--- config.mk ---
export PLATFORM = sky130hd
export DESIGN_NAME = uart_rx_frame_ctrl
export DESIGN_NICKNAME = d
export VERILOG_FILES = /design/src/rtl/uart_rx_frame_ctrl.sv
export SDC_FILE = /design/constraint.sdc
export NUM_CORES = 1
export LEC_CHECK = 0
export CORE_ASPECT_RATIO = 2
export CORE_UTILIZATION = 45
export DETAILED_ROUTE_END_ITERATION = 10
export MAX_ROUTING_LAYER = met4
export PLACE_DENSITY_LB_ADDON = 0.12
export SKIP_LAST_GASP = 1
export SYNTH_ARGS = -nofsm -noshare
export SYNTH_HDL_FRONTEND = slang
export SYNTH_SLANG_ARGS = --single-unit
--- constraint.sdc ---
create_clock -name i_clk -period 3.6 [get_ports i_clk]
set_input_delay 0.72 -clock i_clk [delete_from_list [all_inputs] [get_ports i_clk]]
set_output_delay 0.72 -clock i_clk [all_outputs]
set_load 0.05 [all_outputs]
--- src/rtl/uart_rx_frame_ctrl.sv ---
// uart_rx_frame_ctrl: frame loader behind the UART byte receiver.
// Hunts for a sync byte, reads a 16-bit little-endian length, streams the
// payload into a byte-wide buffer and verifies a modulo-256 checksum.
module uart_rx_frame_ctrl #(
    parameter int         ADDR_W    = 16,
    parameter logic [7:0] SYNC_BYTE = 8'hA5,
    parameter int         TIMEOUT   = 100000
) (
    input  logic              i_clk,
    input  logic              i_reset,
    input  logic              i_enable,
    input  logic              i_rx_done_tick,
    input  logic [7:0]        i_rx_dout,
    output logic              o_mem_we,
    output logic [ADDR_W-1:0] o_mem_addr,
    output logic [7:0]        o_mem_wdata,
    output logic              o_busy,
    output logic              o_frame_done,
    output logic              o_frame_err,
    output logic [1:0]        o_err_code,
    output logic [ADDR_W-1:0] o_frame_len
);

    localparam int              TW      = $clog2(TIMEOUT + 1);
    localparam logic [TW-1:0]   T_LAST  = TW'(TIMEOUT - 1);
    localparam logic [15:0]     LEN_MAX = 16'((2 ** ADDR_W) - 1);

    typedef enum logic [2:0] {
        S_IDLE    = 3'd0,
        S_SYNC    = 3'd1,
        S_LEN_LO  = 3'd2,
        S_LEN_HI  = 3'd3,
        S_PAYLOAD = 3'd4,
        S_CHECK   = 3'd5
    } state_t;

    state_t              r_state,    w_state;
    logic [7:0]          r_lenLo,    w_lenLo;
    logic [ADDR_W-1:0]   r_idx,      w_idx;
    logic [7:0]          r_csum,     w_csum;
    logic [TW-1:0]       r_tcnt,     w_tcnt;
    logic                r_memWe,    w_memWe;
    logic [ADDR_W-1:0]   r_memAddr,  w_memAddr;
    logic [7:0]          r_memWdata, w_memWdata;
    logic                r_busy,     w_busy;
    logic                r_done,     w_done;
    logic                r_err,      w_err;
    logic [1:0]          r_errCode,  w_errCode;
    logic [ADDR_W-1:0]   r_frameLen, w_frameLen;
    logic [15:0]         w_len16;

    // Next-state and next-output logic; a strobe always beats the timeout, and enable low overrides everything.
    always_comb begin
        w_state    = r_state;
        w_lenLo    = r_lenLo;
        w_idx      = r_idx;
        w_csum     = r_csum;
        w_tcnt     = r_tcnt;
        w_memWe    = 1'b0;
        w_memAddr  = r_memAddr;
        w_memWdata = r_memWdata;
        w_done     = 1'b0;
        w_err      = 1'b0;
        w_errCode  = r_errCode;
        w_frameLen = r_frameLen;
        w_len16    = {i_rx_dout, r_lenLo};

        if (!i_enable) begin
            w_state = S_IDLE;
            w_tcnt  = '0;
        end else if (r_state == S_IDLE) begin
            w_state = S_SYNC;
            w_tcnt  = '0;
        end else if (r_state == S_SYNC) begin
            w_tcnt = '0;
            if (i_rx_done_tick && (i_rx_dout == SYNC_BYTE)) begin
                w_state   = S_LEN_LO;
                w_errCode = 2'd0;
                w_csum    = 8'd0;
            end
        end else if (!i_rx_done_tick) begin
            if (r_tcnt == T_LAST) begin
                w_err     = 1'b1;
                w_errCode = 2'd2;
                w_state   = S_SYNC;
                w_tcnt    = '0;
            end else begin
                w_tcnt = r_tcnt + 1'b1;
            end
        end else begin
            w_tcnt = '0;
            case (r_state)
                S_LEN_LO: begin
                    w_lenLo = i_rx_dout;
                    w_state = S_LEN_HI;
                end
                S_LEN_HI: begin
                    if (w_len16 > LEN_MAX) begin
                        w_err     = 1'b1;
                        w_errCode = 2'd3;
                        w_state   = S_SYNC;
                    end else begin
                        w_frameLen = w_len16[ADDR_W-1:0];
                        w_idx      = '0;
                        w_state    = (w_len16 == 16'd0) ? S_CHECK : S_PAYLOAD;
                    end
                end
                S_PAYLOAD: begin
                    w_memWe    = 1'b1;
                    w_memAddr  = r_idx;
                    w_memWdata = i_rx_dout;
                    w_csum     = r_csum + i_rx_dout;
                    w_idx      = r_idx + 1'b1;
                    if (r_idx == (r_frameLen - 1'b1)) begin
                        w_state = S_CHECK;
                    end
                end
                S_CHECK: begin
                    if (i_rx_dout == r_csum) begin
                        w_done = 1'b1;
                    end else begin
                        w_err     = 1'b1;
                        w_errCode = 2'd1;
                    end
                    w_state = S_SYNC;
                end
                default: begin
                    w_state = S_IDLE;
                end
            endcase
        end

        w_busy = (w_state == S_LEN_LO) || (w_state == S_LEN_HI) ||
                 (w_state == S_PAYLOAD) || (w_state == S_CHECK);
    end

    // State and output registers; reset clears everything asynchronously.
    always_ff @(posedge i_clk or posedge i_reset) begin
        if (i_reset) begin
            r_state    <= S_IDLE;
            r_lenLo    <= '0;
            r_idx      <= '0;
            r_csum     <= '0;
            r_tcnt     <= '0;
            r_memWe    <= 1'b0;
            r_memAddr  <= '0;
            r_memWdata <= '0;
            r_busy     <= 1'b0;
            r_done     <= 1'b0;
            r_err      <= 1'b0;
            r_errCode  <= '0;
            r_frameLen <= '0;
        end else begin
            r_state    <= w_state;
            r_lenLo    <= w_lenLo;
            r_idx      <= w_idx;
            r_csum     <= w_csum;
            r_tcnt     <= w_tcnt;
            r_memWe    <= w_memWe;
            r_memAddr  <= w_memAddr;
            r_memWdata <= w_memWdata;
            r_busy     <= w_busy;
            r_done     <= w_done;
            r_err      <= w_err;
            r_errCode  <= w_errCode;
            r_frameLen <= w_frameLen;
        end
    end

    assign o_mem_we     = r_memWe;
    assign o_mem_addr   = r_memAddr;
    assign o_mem_wdata  = r_memWdata;
    assign o_busy       = r_busy;
    assign o_frame_done = r_done;
    assign o_frame_err  = r_err;
    assign o_err_code   = r_errCode;
    assign o_frame_len  = r_frameLen;

endmodule

==> reports/results.ini <==
[cts]
cts_buffers = 9
postCtsSetupBuffers = 0
cts_tree = built
htreeDepth = 3
ctsHoldBuffers = 0
cts_buffer_depth = 2
clock_latency_ns = 0.35
cts.sinks = 98
clk_pin_slew_ns = 0.06
root_buffer = clkbuf_16
cts_resized = 0

[route]
drtAntennaViolNets = 0
vias_per_cell = 5.52
drt-total-wl_mm = 12.5
drtIter0Drc = 153
num_vias = 4032
first_pass_iters = 4
remaining_drc_errors = 0
post_drt_wl_per_cell_microns = 17.1

[sta]
setup_violations = 0
hold_ws_ns = 0.472
finClkSkew_ns = 0.00948
slew_violations = 0
post-route-period-util_pct = 80.4
finalCriticalPeriod_ns = 2.89
max_freq_mhz = 346
finalSetupTns_ns = 0
relSlewSlack_pct = 41.1
worst_pin_slew_ns = 0.871
rsz0062_at_grt = false
hold_violations = 0

[power_and_ir_drop]
p_leak_nw = 2.83
powerDensity_nw_per_um2 = 367
max-vdd-ir-drop_v = 0.000243

[synthesis]
synth_cell_types = 55
syn_avg_cell_area_sq_um = 9.49
synthCells = 533
synth_edf_count = 0
async_flop_share_pct = 100
syn_area_sq_um = 5060
synth_nets = 556
synth_top_flop_cell = dfrtp_1
yosysWarnings = 0
ys_seq_area_share_pct = 48.5
ys_ff_latch = 98

[critical_path]
r2r_start = r_idx[1]$_DFFE_PP0P_
cp.depth = 6
worstPathRequired_ns = 3.83
worstPathMaxFanout = 11
r2r-end = r_idx[14]$_DFFE_PP0P_
path_class = primary input to flop
critPathBufInv = 1
reg2reg_slack_ns = 0.91
cp.arrival_ns = 3.12
crit_path_start_kind = primary input
reg2reg_depth = 7
crit_chain = clkdlybuf4s50_1, or4_4, or3_1, o21ai_1, nand3b_1, a22o_2
cp_slowest_stage_delay_ns = 0.61
cp_slowest_cell = or4_4
cp-end-kind = flop
critPathTopFamily = simple AND/OR/NAND/NOR gates

[placed_design]
gp_congestion = 0.852
io_buffers = 57
dp_hpwl_mm = 9.31

[layout]
drive_above_1_share_pct = 10.2
diodes = 0
fin_nets = 608
area_growth_pct = 20.5

[min_path]
hold_path.class = flop to flop
hold_start = o_mem_addr[10]$_DFFE_PP0P_
min_to = o_mem_addr[10]$_DFFE_PP0P_
hold_depth = 2

[die]
ioPinCount = 58
die_h_microns = 152
rows = 54
die_w_microns = 77.0
die_area_sq_um = 11700
initial_core_util_pct = 46.2
core_area_sq_um = 10900

[grt]
antenna_found_initial = 0
grt_max_degree = 40
grt_pass1_vias = 4047
grtUsageTotal_pct = 23.3
grt_overflow = 0
grt_pass1_wl_mm = 20.2

[flow_run]
cap_viol_max_count = 0

[outcome]
outcome = finished clean

per-stage QoR:
stage                     utilization (%)  instance area [sq um]  total power, mW  worst slack [ns]  cells
final                                55.7                   6090             2.24             0.707    730
after detailed placement             52.8                   5780             1.26             0.346    714
after CTS                            55.7                   6090             2.26             0.710    730
after global routing                 55.7                   6090             2.31             0.634    730
after global placement               52.8                   5780             1.25             0.400    714
after floorplan                         -                   5060             1.20             0.318    533
layout by cell type, fill, tap and decap left out, types with 4 or more instances in the layout:
cell type / instances
nand2_1: 102
dfrtp_1: 98
clkdlybuf4s50_1: 57
nor2_1: 40
o21ai_0: 34
xor2_1: 29
nand3_1: 23
mux2_2: 23
xnor2_1: 19
nor3_1: 17
inv_1: 13
ha_1: 10
nand4_1: 9
a21oi_1: 9
clkbuf_16: 9
buf_4: 9
and3_1: 8
a31oi_1: 5
o31ai_1: 5
nand2b_1: 4
or3_1: 4
and2_1: 4
worst max path at each step:
| stage | start | to | slack (ns) |
|---|---|---|---|
| CTS | i_rx_dout[1] | r_csum[4]$_DFFE_PP0P_ | 0.71 |
| finish | i_rx_dout[1] | r_csum[0]$_DFFE_PP0P_ | 0.71 |
| global placement | i_rx_dout[1] | r_csum[1]$_DFFE_PP0P_ | 0.40 |
| global route | i_rx_dout[1] | r_csum[4]$_DFFE_PP0P_ | 0.63 |
| detailed placement | i_rx_dout[1] | r_csum[0]$_DFFE_PP0P_ | 0.35 |
| floorplan | i_reset | o_busy$_DFF_PP0_ | 0.32 |
cell families after synthesis:
group,after synthesis,synth area share [%]
AND/OR/NAND/NOR,234,21.6
flip-flops,98,48.5
AO/OA/AOI/OAI,77,9.70
XOR/XNOR,48,8.31
buffers and inverters,40,3.27
multiplexers,25,5.72
adder cells (fa/ha/maj),11,2.87
layer usage:
metal  global-route usage, %  part of all wire [%]  vias up
met3                    2.88                   2.7       29
met4                    13.4                   4.2        0
met2                    42.3                    57      100
met1                    23.3                    37     1971
li1                        -                     -     1932
met5                       -                     0        -
synthesized netlist by cell type (2+ instances only):
cell	n	area share, %
nor2b_1	3	0.37
a22o_2	2	0.40
inv_1	14	1.0
and3_1	8	0.99
clkbuf_1	16	1.2
or4_1	3	0.45
nand3_1	23	2.3
buf_2	5	0.49
nand2b_1	4	0.49
mux2_2	23	5.1
a21oi_1	9	0.89
nor3_1	17	1.7
nor2_1	40	3.0
nor4b_1	2	0.35
and4_1	2	0.35
nand4_1	9	1.1
or3_1	4	0.49
nand2_1	102	7.6
dfrtp_1	98	48
and2_1	4	0.49
nand3b_1	3	0.45
o21ai_0	34	3.4
a31oi_1	5	0.62
o31ai_1	5	0.74
o211ai_1	3	0.45
ha_1	10	2.5
buf_1	3	0.22
xor2_1	29	5.0
a21o_1	2	0.30
a22o_1	3	0.52
xnor2_1	19	3.3
a211oi_1	3	0.45
nor4_1	3	0.37
mux2_4	2	0.59
sequential cells by signal, summed over array words and instances (netlist names), 2 cells and up:
signal,count
o_err_code,2
o_frame_len,16
o_mem_addr,16
o_mem_wdata,8
r_csum,8
r_idx,16
r_lenLo,8
r_state,3
r_tcnt,17
layout make-up:
type	count	area, sq um
Timing Repair Buffer	67	658
Clock buffer	10	239
Fill cell	1002	4850
Multi-Input combinational cell	395	2440
Clock inverter	6	72.6
Tap cell	140	175
Sequential cell	98	2450
Inverter	14	55.1
worst reg2reg max path: stages, from the launching register on:
cell     delay, ns
dfrtp_1       0.58
ha_1          0.26
nand3_1       0.16
nor4b_1       0.80
and3_1        0.32
nand3_1       0.12
xnor2_1       0.16
a22o_1        0.18
where the power goes:
part           total (mW)  internal [mW]  switching (mW)
clock                1.00          0.567           0.437
combinational       0.118         0.0441          0.0739
sequential           1.12           1.11         0.00857
(Power assumes the default switching activity.)
